### config.mk
export PLATFORM = sky130hd
export DESIGN_NAME = buffer_reporter
export DESIGN_NICKNAME = d
export VERILOG_FILES = /design/src/rtl/buffer_reporter.sv
export SDC_FILE = /design/constraint.sdc
export NUM_CORES = 1
export LEC_CHECK = 0
export ABC_AREA = 0
export BUFFER_PORTS_ARGS = -buffer_cell sky130_fd_sc_hd__buf_4
export CELL_PAD_IN_SITES_DETAIL_PLACEMENT = 0
export CELL_PAD_IN_SITES_GLOBAL_PLACEMENT = 1
export CORE_MARGIN = 5
export CORE_UTILIZATION = 40
export DETAILED_ROUTE_END_ITERATION = 8
export GPL_TIMING_DRIVEN = 0
export PLACE_DENSITY_LB_ADDON = 0.12
export SETUP_SLACK_MARGIN = 0.5
export SYNTH_ARGS = -nofsm -noshare
export SYNTH_HDL_FRONTEND = slang
export SYNTH_SLANG_ARGS = --single-unit
export TNS_END_PERCENT = 10
### constraint.sdc
create_clock -name clk -period 2.3 [get_ports clk]
set_input_delay 0.345 -clock clk [delete_from_list [all_inputs] [get_ports clk]]
set_output_delay 0.345 -clock clk [all_outputs]
set_load 0.02 [all_outputs]
### src/rtl/buffer_reporter.sv
// buffer_reporter: read-side companion to the sample buffer.
// On a start request it snapshots the buffer statistics, sweeps every buffer
// address and streams one framed byte sequence over a valid/ready link:
// header, count, samples, max, min, avg, then an XOR checksum.
module buffer_reporter #(
    parameter int         DEPTH      = 8,
    parameter int         ADDR_WIDTH = 3,
    parameter logic [7:0] HEADER     = 8'hA5
) (
    input  logic                  clk,
    input  logic                  reset,
    input  logic                  start,
    output logic [ADDR_WIDTH-1:0] rd_addr,
    input  logic [7:0]            rd_data,
    input  logic [7:0]            stat_max,
    input  logic [7:0]            stat_min,
    input  logic [7:0]            stat_avg,
    output logic [7:0]            tx_data,
    output logic                  tx_valid,
    input  logic                  tx_ready,
    output logic                  busy,
    output logic                  done
);

    typedef enum logic [3:0] {
        S_IDLE,
        S_HDR,
        S_CNT,
        S_FETCH,
        S_SAMPLE,
        S_MAX,
        S_MIN,
        S_AVG,
        S_CSUM
    } state_t;

    localparam logic [ADDR_WIDTH-1:0] LAST_IDX   = ADDR_WIDTH'(DEPTH - 1);
    localparam logic [7:0]            COUNT_BYTE = 8'(DEPTH);

    state_t                  state, state_nxt;
    logic [ADDR_WIDTH-1:0]   idx, idx_nxt;
    logic [7:0]              csum, csum_nxt;
    logic [7:0]              snap_max, snap_max_nxt;
    logic [7:0]              snap_min, snap_min_nxt;
    logic [7:0]              snap_avg, snap_avg_nxt;
    logic [ADDR_WIDTH-1:0]   rd_addr_nxt;
    logic [7:0]              tx_data_nxt;
    logic                    tx_valid_nxt;
    logic                    busy_nxt;
    logic                    done_nxt;
    logic                    handshake;

    assign handshake = tx_valid && tx_ready;

    // Next-state, sample index, checksum and statistics snapshot.
    always_comb begin
        state_nxt    = state;
        idx_nxt      = idx;
        csum_nxt     = csum;
        snap_max_nxt = snap_max;
        snap_min_nxt = snap_min;
        snap_avg_nxt = snap_avg;
        done_nxt     = 1'b0;

        if (handshake) begin
            csum_nxt = csum ^ tx_data;
        end

        unique case (state)
            S_IDLE: begin
                if (start) begin
                    snap_max_nxt = stat_max;
                    snap_min_nxt = stat_min;
                    snap_avg_nxt = stat_avg;
                    idx_nxt      = '0;
                    csum_nxt     = 8'h00;
                    state_nxt    = S_HDR;
                end
            end
            S_HDR: begin
                if (handshake) state_nxt = S_CNT;
            end
            S_CNT: begin
                if (handshake) state_nxt = S_FETCH;
            end
            S_FETCH: begin
                state_nxt = S_SAMPLE;
            end
            S_SAMPLE: begin
                if (handshake) begin
                    if (idx == LAST_IDX) begin
                        state_nxt = S_MAX;
                    end else begin
                        idx_nxt   = idx + ADDR_WIDTH'(1);
                        state_nxt = S_FETCH;
                    end
                end
            end
            S_MAX: begin
                if (handshake) state_nxt = S_MIN;
            end
            S_MIN: begin
                if (handshake) state_nxt = S_AVG;
            end
            S_AVG: begin
                if (handshake) state_nxt = S_CSUM;
            end
            S_CSUM: begin
                if (handshake) begin
                    state_nxt = S_IDLE;
                    done_nxt  = 1'b1;
                end
            end
            default: begin
                state_nxt = S_IDLE;
            end
        endcase
    end

    // Output bytes are loaded only on entry to a state, so they hold through back-pressure.
    always_comb begin
        tx_data_nxt  = tx_data;
        rd_addr_nxt  = rd_addr;
        tx_valid_nxt = 1'b0;
        busy_nxt     = (state_nxt != S_IDLE);

        unique case (state_nxt)
            S_HDR, S_CNT, S_SAMPLE, S_MAX, S_MIN, S_AVG, S_CSUM: tx_valid_nxt = 1'b1;
            default:                                             tx_valid_nxt = 1'b0;
        endcase

        if (state_nxt != state) begin
            unique case (state_nxt)
                S_HDR:    tx_data_nxt = HEADER;
                S_CNT:    tx_data_nxt = COUNT_BYTE;
                S_FETCH:  rd_addr_nxt = idx_nxt;
                S_SAMPLE: tx_data_nxt = rd_data;
                S_MAX:    tx_data_nxt = snap_max;
                S_MIN:    tx_data_nxt = snap_min;
                S_AVG:    tx_data_nxt = snap_avg;
                S_CSUM:   tx_data_nxt = csum_nxt;
                default:  tx_data_nxt = tx_data;
            endcase
        end
    end

    // State and registered outputs; reset aborts any frame in progress.
    always_ff @(posedge clk) begin
        if (reset) begin
            state    <= S_IDLE;
            idx      <= '0;
            csum     <= 8'h00;
            snap_max <= 8'h00;
            snap_min <= 8'h00;
            snap_avg <= 8'h00;
            rd_addr  <= '0;
            tx_data  <= 8'h00;
            tx_valid <= 1'b0;
            busy     <= 1'b0;
            done     <= 1'b0;
        end else begin
            state    <= state_nxt;
            idx      <= idx_nxt;
            csum     <= csum_nxt;
            snap_max <= snap_max_nxt;
            snap_min <= snap_min_nxt;
            snap_avg <= snap_avg_nxt;
            rd_addr  <= rd_addr_nxt;
            tx_data  <= tx_data_nxt;
            tx_valid <= tx_valid_nxt;
            busy     <= busy_nxt;
            done     <= done_nxt;
        end
    end

endmodule
==> reports/summary.md, run 1 <==
## Outcome
- **outcome** completed

## Pwr
- **power density of the placed cells** 599 nW/µm²
- **power spent charging and discharging nets** 652 µW
- **Pwr Total** 2.10 mW
- **P_int** 1.45 mW
- **Flop pwr share** 0.484
- **portion of total power attributed to combinational logic** 0.266
- **Switching Share** 0.310
- **leakage power figure** 1.34 nW
- **Clk network pwr share** 0.250
- **maximum vdd ir drop** 0.000281 V

## Global route
- **first-pass GRT wire length** 12800 µm
- **remaining global-route overflow** 0
- **overall global routing resource usage** 0.191
- **number of antenna violations at the first check in global routing** 0
- **maximum number of pins on one net before global-route repair** 16
- **number of global-route vias before repair** 2474

## CTS
- **buffer levels on the longest clock path** 2
- **clock sink count** 53
- **total CTS buffers** 5
- **Worst-Skew Late Latency** 0.31 ns
- **H-tree levels** 2
- **Worst-path clk slew** 0.10 ns
- **clock tree root driver cell** sky130_fd_sc_hd__clkbuf_8
- **CTS tree** yes

## Hold path
- **cell depth of the worst min-delay path** 3
- **hold worst-path end** snap_max[6]$_SDFFE_PP0P_
- **Hold Startpoint** stat_max[6]
- **hold crit path type** in2reg

## Drt
- **count of vias placed by the detailed router** 2552
- **number of detailed-route iterations in the first pass** 5
- **Post-DRT Antenna Nets** 0
- **total wire length after detailed routing** 7820 µm
- **DRC Markers** 0
- **routed length per instance** 16.8 µm
- **detailed router's first-iteration violation count** 222
- **routed via count divided by cell count** 5.46

## Worst setup path
- **Worst path top cell family by delay** simple AND/OR/NAND/NOR gates
- **Crit. Startpoint** idx[1]$_SDFF_PP0_
- **startpoint type of the worst setup path** register
- **highest-delay cell along the critical path** sky130_fd_sc_hd__nor4b_4
- **CP max stage delay** 0.36 ns
- **worst r2r path cells** 8
- **data arrival time of the worst path** 2.25 ns
- **endpoint class of the critical path** register
- **critical path data required time** 2.52 ns
- **endpoint of the worst register-to-register path** tx_data[3]$_SDFFE_PP0P_
- **worst path cell trace** ha_4, and2_4, nor4b_4, nor3_4, buf_6, mux2i_2, o221a_4, a311oi_2
- **origin of the critical flop-to-flop path** idx[1]$_SDFF_PP0_
- **critical path peak fanout** 5
- **critical path depth in cells** 8
- **worst path buffer plus inverter count** 1
- **flop-to-flop setup slack** 0.27 ns
- **Crit Path Class** reg2reg

## Finish
- **final core utilization** 0.553
- **Area growth syn-to-layout** 34.2%
- **proportion of layout cells with a drive suffix above 1** 0.336
- **fill count** 621
- **Diodes inserted** 0
- **Final #Nets** 427

## Floorplan
- **height of the die** 90.9 µm
- **die outline area** 8260 µm²
- **Die X-Extent** 90.9 µm
- **Initial Util** 0.412
- **Boundary Pins** 50
- **num rows** 29
- **Core Region** 6350 µm²

## STA
- **fin. max-slew vios** 0
- **setup repair after global routing missed its margin** yes
- **final worst clock skew** 0.00582 ns
- **ratio of final minimum period to clock period** 0.882
- **Period minus WS final** 2.03 ns
- **actual transition at the worst max-transition pin** 0.726 ns
- **relative max-transition margin** 0.516
- **final hold viol count** 0
- **number of failing setup endpoints in the final timing report** 0
- **final worst setup slack** 0.271 ns
- **achievable frequency** 493 MHz

## Synthesis
- **area of the mapped netlist** 2620 µm²
- **post-synthesis average cell area** 8.18 µm²
- **Post-synth top cells** sky130_fd_sc_hd__nand2_1, sky130_fd_sc_hd__dfxtp_1, sky130_fd_sc_hd__a21oi_1
- **number of nets produced by synthesis** 357
- **post-synthesis async set-or-reset flop share** 0
- **count of synthesis-stage warnings from yosys** 0
- **share of the yosys chip area belonging to registers** 0.405
- **largest cells by area after synthesis** sky130_fd_sc_hd__dfxtp_1, sky130_fd_sc_hd__nand2_1, sky130_fd_sc_hd__a21oi_1
- **post-synthesis cell count** 320
- **dominant register cell in the synthesized netlist** sky130_fd_sc_hd__dfxtp_1
- **post-synth cell types** 55
- **number of enable flip-flop cells after synthesis** 0
- **top cell type by total area after synthesis** sky130_fd_sc_hd__dfxtp_1
- **flip-flop and latch count after synthesis** 53
- **share of Yosys cell area claimed by the top area cell type** 0.405
- **most repeated cell in the gate-level netlist after synthesis** sky130_fd_sc_hd__nand2_1

## Flow run
- **Max Cap Viol** 0

## Place
- **Setup Slack @ Placement** -0.110 ns
- **count of buffers inserted at the top-level ports** 48
- **GPL Wtd Cong** 0.875
- **placed wire-length estimate after detailed placement** 5490 µm

[cell usage in the layout, fill, tap and decap left out, types with 3 or more instances in the layout]
cell and n:
sky130_fd_sc_hd__a211oi_1 3, sky130_fd_sc_hd__a21oi_1 36, sky130_fd_sc_hd__a311oi_1 3, sky130_fd_sc_hd__a31oi_1 3, sky130_fd_sc_hd__buf_2 3, sky130_fd_sc_hd__buf_4 61
sky130_fd_sc_hd__buf_6 7, sky130_fd_sc_hd__clkbuf_1 7, sky130_fd_sc_hd__clkbuf_2 5, sky130_fd_sc_hd__clkbuf_4 5, sky130_fd_sc_hd__clkbuf_8 5, sky130_fd_sc_hd__dfxtp_1 48
sky130_fd_sc_hd__dfxtp_2 4, sky130_fd_sc_hd__inv_1 6, sky130_fd_sc_hd__mux2i_1 6, sky130_fd_sc_hd__mux2i_2 5, sky130_fd_sc_hd__nand2_1 61, sky130_fd_sc_hd__nand2_2 3
sky130_fd_sc_hd__nand2b_1 5, sky130_fd_sc_hd__nand3_1 7, sky130_fd_sc_hd__nor2_1 18, sky130_fd_sc_hd__nor2_2 3, sky130_fd_sc_hd__nor3_4 3, sky130_fd_sc_hd__o21a_1 3
sky130_fd_sc_hd__o21ai_0 10, sky130_fd_sc_hd__o221a_2 3, sky130_fd_sc_hd__o22ai_1 3, sky130_fd_sc_hd__xor2_1 8
[flip-flops by register name (all words and copies together), names as in the netlist]
register,flops
busy,1
csum,8
done,1
idx,3
rd_addr,3
snap_avg,8
snap_max,8
snap_min,8
state,4
tx_data,8
tx_valid,1
[worst max path at each step]
stage,end,slack (ns)
5_1_grt,tx_data[1]$_SDFFE_PP0P_,0.18
3_3_place_gp,tx_data[0]$_SDFFE_PP0P_,-0.12
6_report,tx_data[3]$_SDFFE_PP0P_,0.27
2_1_floorplan,tx_data[3]$_SDFFE_PP0P_,0.38
4_1_cts,rd_addr[2]$_SDFFE_PP0P_,0.28
3_5_place_dp,tx_data[0]$_SDFFE_PP0P_,-0.11
[what timing repair did]
item                                    4_1_cts  5_1_grt
endpoints found under the setup margin       48       47
buffers inserted                             13        1
hold buffers                                  0        0
resized for setup                            35       22
pin swaps                                    10        8
cloned                                        1        0
[power by group through the flow]
| stage | clock network [mW] | registers [mW] | logic, mW |
|---|---|---|---|
| detailed placement | 0 | 1.04 | 0.471 |
| global route | 0.572 | 1.03 | 0.605 |
| floorplan | 0 | 1.05 | 0.287 |
| global placement | 0 | 1.03 | 0.470 |
| CTS | 0.542 | 1.02 | 0.537 |
| finish | 0.526 | 1.02 | 0.559 |
[through the flow]
stage          hold slack, ns  area (µm²)  TNS [ns]  instances
2_1_floorplan           0.436        2680         0        320
3_3_place_gp            0.442        3140    -0.422        445
3_5_place_dp            0.446        3140    -0.436        445
4_1_cts                 0.267        3450         0        466
5_1_grt                 0.263        3510         0        467
6_report                0.270        3510         0        467
[layout make-up]
cell class / instances / area, µm² / area share
tap: 77 / 96.3 / 0.0274
sequential: 53 / 1070 / 0.305
clock inverter: 1 / 8.76 / 0.00249
buffer: 26 / 179 / 0.0509
timing repair buffer: 63 / 493 / 0.140
clock buffer: 6 / 72.6 / 0.0207
multi-input combinational: 235 / 1570 / 0.447
inverter: 6 / 22.5 / 0.00641
[cell families after synthesis]
logic type | count (synthesis) | synth area share
AO/OA/AOI/OAI | 93 | 0.241
XOR/XNOR | 9 | 0.0301
adder cells (fa/ha/maj) | 1 | 0.00478
buffers and inverters | 32 | 0.0578
flip-flops | 53 | 0.405
multiplexers | 12 | 0.0473
AND/OR/NAND/NOR | 120 | 0.214
[metal layers]
layer,global-route usage,wire (µm)
met1,0.281,3860
met2,0.281,3410
met3,0.0458,501
met4,0.0428,51
met5,0,0
[worst reg2reg max path, cell delays in order (launching register included)]
cell and delay, ns:
sky130_fd_sc_hd__dfxtp_2 0.35, sky130_fd_sc_hd__ha_4 0.16, sky130_fd_sc_hd__and2_4 0.18, sky130_fd_sc_hd__nor4b_4 0.36
sky130_fd_sc_hd__nor3_4 0.10, sky130_fd_sc_hd__buf_6 0.15, sky130_fd_sc_hd__mux2i_2 0.16, sky130_fd_sc_hd__o221a_4 0.24
sky130_fd_sc_hd__a311oi_2 0.24
Power figures use the tool's default switching activity.
==> run 2: changes to the inputs <==
Clock period 2.3 ns to 2.5 ns, I/O delays scaled along.
==> reports/summary.md, run 2 (synthesis gave the netlist of run 1 again) <==
## CTS
- **Worst-Skew Late Latency** 0.31 ns
- **Worst-path clk slew** 0.10 ns
- **# hold bufs at CTS** 0
- **H-tree levels** 2
- **buffer levels on the longest clock path** 2
- **total CTS buffers** 5
- **CTS tree** yes
- **clock tree root driver cell** sky130_fd_sc_hd__clkbuf_8
- **clock sink count** 53

## Flow run
- **Max Cap Viol** 0

## STA
- **setup repair after global routing missed its margin** yes
- **number of failing setup endpoints in the final timing report** 0
- **achievable frequency** 489 MHz
- **total negative slack** 0 ns
- **fin. max-slew vios** 0
- **relative max-transition margin** 0.561
- **final worst clock skew** 0.00337 ns
- **final hold viol count** 0
- **actual transition at the worst max-transition pin** 0.659 ns
- **Period minus WS final** 2.05 ns
- **ratio of final minimum period to clock period** 0.818
- **final worst setup slack** 0.455 ns

## Finish
- **multi-input combinational cell area** 1520 µm²
- **top library cells by usage in the layout, fill and taps aside** sky130_fd_sc_hd__nand2_1, sky130_fd_sc_hd__buf_4, sky130_fd_sc_hd__dfxtp_1, sky130_fd_sc_hd__a21oi_1, sky130_fd_sc_hd__nor2_1
- **fill count** 626
- **Area growth syn-to-layout** 30.2%
- **flip-flop and latch area** 1070 µm²
- **Diodes inserted** 0
- **commonest non-fill, non-tap cell in the layout** sky130_fd_sc_hd__nand2_1
- **final core utilization** 0.537
- **Final #Nets** 424
- **proportion of layout cells with a drive suffix above 1** 0.307
- **Post-Layout Inst Area** 3410 µm²

## Worst setup path
- **critical path peak fanout** 9
- **data arrival time of the worst path** 2.27 ns
- **flop-to-flop setup slack** 0.45 ns
- **critical path data required time** 2.73 ns
- **startpoint type of the worst setup path** register
- **endpoint class of the critical path** register
- **Crit Path Class** reg2reg

## Place
- **placed wire-length estimate after detailed placement** 5370 µm
- **area of placed instances** 3090 µm²
- **count of buffers inserted at the top-level ports** 48
- **GPL Wtd Cong** 0.880
- **Setup Slack @ Placement** 0.0864 ns

## Floorplan
- **Initial Util** 0.412
- **die outline area** 8260 µm²
- **Core Region** 6350 µm²
- **Boundary Pins** 50
- **Die X-Extent** 90.9 µm
- **height of the die** 90.9 µm
- **num rows** 29

## Global route
- **overall global routing resource usage** 0.189
- **number of global-route vias before repair** 2558
- **remaining global-route overflow** 0
- **maximum number of pins on one net before global-route repair** 17
- **first-pass GRT wire length** 12800 µm
- **number of antenna violations at the first check in global routing** 0

## Drt
- **routed via count divided by cell count** 5.41
- **detailed router's first-iteration violation count** 262
- **number of detailed-route iterations in the first pass** 4
- **DRC Markers** 0
- **count of vias placed by the detailed router** 2515
- **total wire length after detailed routing** 7680 µm
- **routed length per instance** 16.5 µm
- **Post-DRT Antenna Nets** 0

## Hold path
- **hold crit path type** in2reg

## Outcome
- **outcome** completed

## Pwr
- **leakage power figure** 1.34 nW
- **power density of the placed cells** 564 nW/µm²
- **maximum vdd ir drop** 0.000254 V

==> run 2: cell count changes in the layout (fill, tap and decap cells not counted), moves of 2 or more <==
cell and change:
sky130_fd_sc_hd__mux2i_2 -4, sky130_fd_sc_hd__nor2_2 -2, sky130_fd_sc_hd__buf_2 +2, sky130_fd_sc_hd__nand2_2 -2
sky130_fd_sc_hd__buf_6 -2, sky130_fd_sc_hd__clkbuf_4 -3, sky130_fd_sc_hd__o221a_4 -2, sky130_fd_sc_hd__o221a_2 +2
sky130_fd_sc_hd__mux2i_1 +4
==> run 2: area by class of cell <==
class	count	area share
buffer	26	0.0470
clock inverter	2	0.00404
tap	77	0.0283
inverter	6	0.00661
sequential	53	0.314
clock buffer	6	0.0213
timing repair buffer	60	0.134
multi-input combinational	235	0.445
==> run 2: worst paths after layout <==
check,depth (start not counted),startpoint,endpoint
setup / recovery,9,state[1]$_SDFF_PP0_,tx_data[3]$_SDFFE_PP0P_
hold / removal,3,stat_max[5],snap_max[5]$_SDFFE_PP0P_
setup reg to reg,9,state[1]$_SDFF_PP0_,tx_data[3]$_SDFFE_PP0P_
hold reg to reg,2,snap_min[4]$_SDFFE_PP0P_,snap_min[4]$_SDFFE_PP0P_
==> run 2: repair_timing <==
action,CTS,global route
pin swaps,13,3
setup buffers,11,0
endpoints found under the setup margin,41,39
gates cloned,1,0
resized for setup,36,11
==> run 2: where the power goes <==
part | total [mW] | switching (mW) | internal, mW
Clock | 0.492 | 0.292 | 0.200
Sequential | 0.934 | 0.0348 | 0.899
Combinational | 0.497 | 0.270 | 0.227
Total | 1.92 | 0.597 | 1.33
==> run 2: stage by stage <==
step | power, mW | hold slack, ns | cells
2_1_floorplan | 1.22 | 0.436 | 320
3_3_place_gp | 1.37 | 0.442 | 445
3_5_place_dp | 1.37 | 0.446 | 445
4_1_cts | 1.92 | 0.294 | 465
5_1_grt | 2.02 | 0.298 | 465
6_report | 1.92 | 0.302 | 465
==> run 2: layer usage <==
layer | vias up | track usage | routed length [µm]
li1 | 1271 | - | -
met3 | 10 | 0.0458 | 514
met2 | 93 | 0.288 | 3310
met1 | 1141 | 0.270 | 3770
met4 | 0 | 0.0403 | 84
met5 | - | 0 | 0
==> run 2: worst max-delay path, stage by stage (launching register included) <==
cell and delay, ns:
sky130_fd_sc_hd__dfxtp_1 0.32, sky130_fd_sc_hd__buf_6 0.13, sky130_fd_sc_hd__or3_4 0.34, sky130_fd_sc_hd__a21oi_4 0.18
sky130_fd_sc_hd__or2_4 0.15, sky130_fd_sc_hd__buf_8 0.10, sky130_fd_sc_hd__mux2i_4 0.30, sky130_fd_sc_hd__buf_6 0.16
sky130_fd_sc_hd__a21oi_2 0.05, sky130_fd_sc_hd__a311oi_2 0.22
==> run 3: changes to the inputs <==
Clock period 2.5 ns to 2 ns, I/O delays scaled along.
==> reports/summary.md, run 3 (synthesis gave the netlist of run 1 again) <==
## Outcome
- **outcome** complete, but fails checks
- **failing checks** setup timing

## CTS
- **Worst-Skew Late Latency** 0.30 ns
- **Worst-path clk slew** 0.10 ns
- **H-tree levels** 2
- **clock tree root driver cell** sky130_fd_sc_hd__clkbuf_8
- **total CTS buffers** 5
- **clock sink count** 53
- **buffer levels on the longest clock path** 2
- **CTS tree** yes

## Worst setup path
- **data arrival time of the worst path** 2.22 ns
- **worst setup path endpoint** tx_data[6]$_SDFFE_PP0P_
- **critical path data required time** 2.16 ns
- **worst r2r path cells** 8
- **critical path peak fanout** 6
- **worst path cell trace** and3_4, a311o_1, or2_4, buf_8, mux2i_4, buf_6, a32oi_1, a211oi_2
- **critical path depth in cells** 8
- **CP max stage delay** 0.37 ns
- **flop-to-flop setup slack** -0.05 ns
- **Worst path top cell family by delay** compound AO/OA/AOI/OAI gates
- **highest-delay cell along the critical path** sky130_fd_sc_hd__dfxtp_4
- **worst path buffer plus inverter count** 2
- **origin of the critical flop-to-flop path** tx_valid$_SDFF_PP0_
- **startpoint type of the worst setup path** register
- **endpoint of the worst register-to-register path** tx_data[6]$_SDFFE_PP0P_
- **Crit. Startpoint** tx_valid$_SDFF_PP0_
- **endpoint class of the critical path** register
- **Crit Path Class** reg2reg

## Finish
- **final instance count without filler cells** 469
- **Area growth syn-to-layout** 37.8%
- **final core utilization** 0.568
- **Final #Nets** 428
- **top library cells by usage in the layout, fill and taps aside** sky130_fd_sc_hd__buf_4, sky130_fd_sc_hd__nand2_1, sky130_fd_sc_hd__dfxtp_1, sky130_fd_sc_hd__a21oi_1, sky130_fd_sc_hd__nor2_1
- **proportion of layout cells with a drive suffix above 1** 0.344
- **Diodes inserted** 0
- **multi-input combinational cell area** 1570 µm²
- **Post-Layout Inst Area** 3610 µm²
- **commonest non-fill, non-tap cell in the layout** sky130_fd_sc_hd__buf_4
- **flip-flop and latch area** 1080 µm²
- **fill count** 592

## Drt
- **DRC Markers** 0
- **detailed router's first-iteration violation count** 171
- **routed via count divided by cell count** 5.43
- **Post-DRT Antenna Nets** 0
- **routed length per instance** 16.6 µm
- **total wire length after detailed routing** 7780 µm
- **number of detailed-route iterations in the first pass** 4
- **count of vias placed by the detailed router** 2547

## Floorplan
- **Initial Util** 0.412
- **Die X-Extent** 90.9 µm
- **die outline area** 8260 µm²
- **Boundary Pins** 50
- **num rows** 29
- **height of the die** 90.9 µm
- **Core Region** 6350 µm²

## STA
- **worst hold-check slack** 0.230 ns
- **number of failing setup endpoints in the final timing report** 6
- **relative max-transition margin** 0.498
- **ratio of final minimum period to clock period** 1.03
- **final hold viol count** 0
- **Period minus WS final** 2.05 ns
- **achievable frequency** 487 MHz
- **final worst clock skew** 0.00554 ns
- **total negative slack** -0.188 ns
- **final worst setup slack** -0.0527 ns
- **actual transition at the worst max-transition pin** 0.753 ns
- **setup repair after global routing missed its margin** yes
- **fin. max-slew vios** 0

## Global route
- **number of antenna violations at the first check in global routing** 0
- **number of global-route vias before repair** 2531
- **maximum number of pins on one net before global-route repair** 16
- **remaining global-route overflow** 0
- **first-pass GRT wire length** 12800 µm
- **overall global routing resource usage** 0.189

## Flow run
- **Max Cap Viol** 0

## Place
- **GPL Wtd Cong** 0.879
- **Inst Count DP** 445
- **area of placed instances** 3140 µm²
- **placed wire-length estimate after detailed placement** 5390 µm
- **Setup Slack @ Placement** -0.296 ns
- **count of buffers inserted at the top-level ports** 48

## Pwr
- **Pwr Total** 2.46 mW
- **maximum vdd ir drop** 0.000384 V
- **leakage power figure** 1.39 nW
- **power density of the placed cells** 682 nW/µm²

## Hold path
- **cell depth of the worst min-delay path** 3
- **hold crit path type** in2reg
- **Hold Startpoint** stat_avg[0]

## run 3: cell count changes in the layout (fill, tap and decap cells not counted), sizes merged
cell    previous run  this run
clkbuf            21        22
buf               71        75
clkinv             1         0
## run 3: final cells by class
type / instances / share of cell area
buffer: 26 / 0.0718
clock buffer: 7 / 0.0212
clock inverter: 1 / 0.00173
inverter: 6 / 0.00624
multi-input combinational: 235 / 0.436
sequential: 53 / 0.298
tap: 77 / 0.0267
timing repair buffer: 64 / 0.138
## run 3: what timing repair did
action,in CTS,in global routing
cloned,2,0
hold buffers,0,0
endpoints found under the setup margin,50,51
gates resized for setup,43,30
pin swaps,5,5
setup buffers,12,2
## run 3: worst reg2reg max path, stage by stage (launching register included)
cell and delay, ns:
sky130_fd_sc_hd__dfxtp_4 0.37, sky130_fd_sc_hd__and3_4 0.17, sky130_fd_sc_hd__a311o_1 0.31, sky130_fd_sc_hd__or2_4 0.26, sky130_fd_sc_hd__buf_8 0.14, sky130_fd_sc_hd__mux2i_4 0.20, sky130_fd_sc_hd__buf_6 0.16, sky130_fd_sc_hd__a32oi_1 0.20
sky130_fd_sc_hd__a211oi_2 0.10
## run 3: per-layer routing
layer  track usage  wire [µm]  vias to the layer above
li1              -          -                     1277
met1         0.274       3850                     1185
met2         0.279       3360                       83
met3        0.0533        535                        2
met4        0.0379         29                        0
met5             0          0                        -
## run 3: power breakdown
part | switching (mW) | total (mW) | internal [mW]
combinational | 0.353 | 0.689 | 0.336
sequential | 0.0456 | 1.17 | 1.12
clock | 0.352 | 0.602 | 0.250
## run 3: worst min path at each step
| stage | endpoint |
|---|---|
| after global routing | snap_avg[6]$_SDFFE_PP0P_ |
| after global placement | snap_avg[1]$_SDFFE_PP0P_ |
| after detailed placement | snap_min[7]$_SDFFE_PP0P_ |
| after floorplan | snap_avg[0]$_SDFFE_PP0P_ |
| after CTS | snap_max[6]$_SDFFE_PP0P_ |
| final | snap_avg[0]$_SDFFE_PP0P_ |
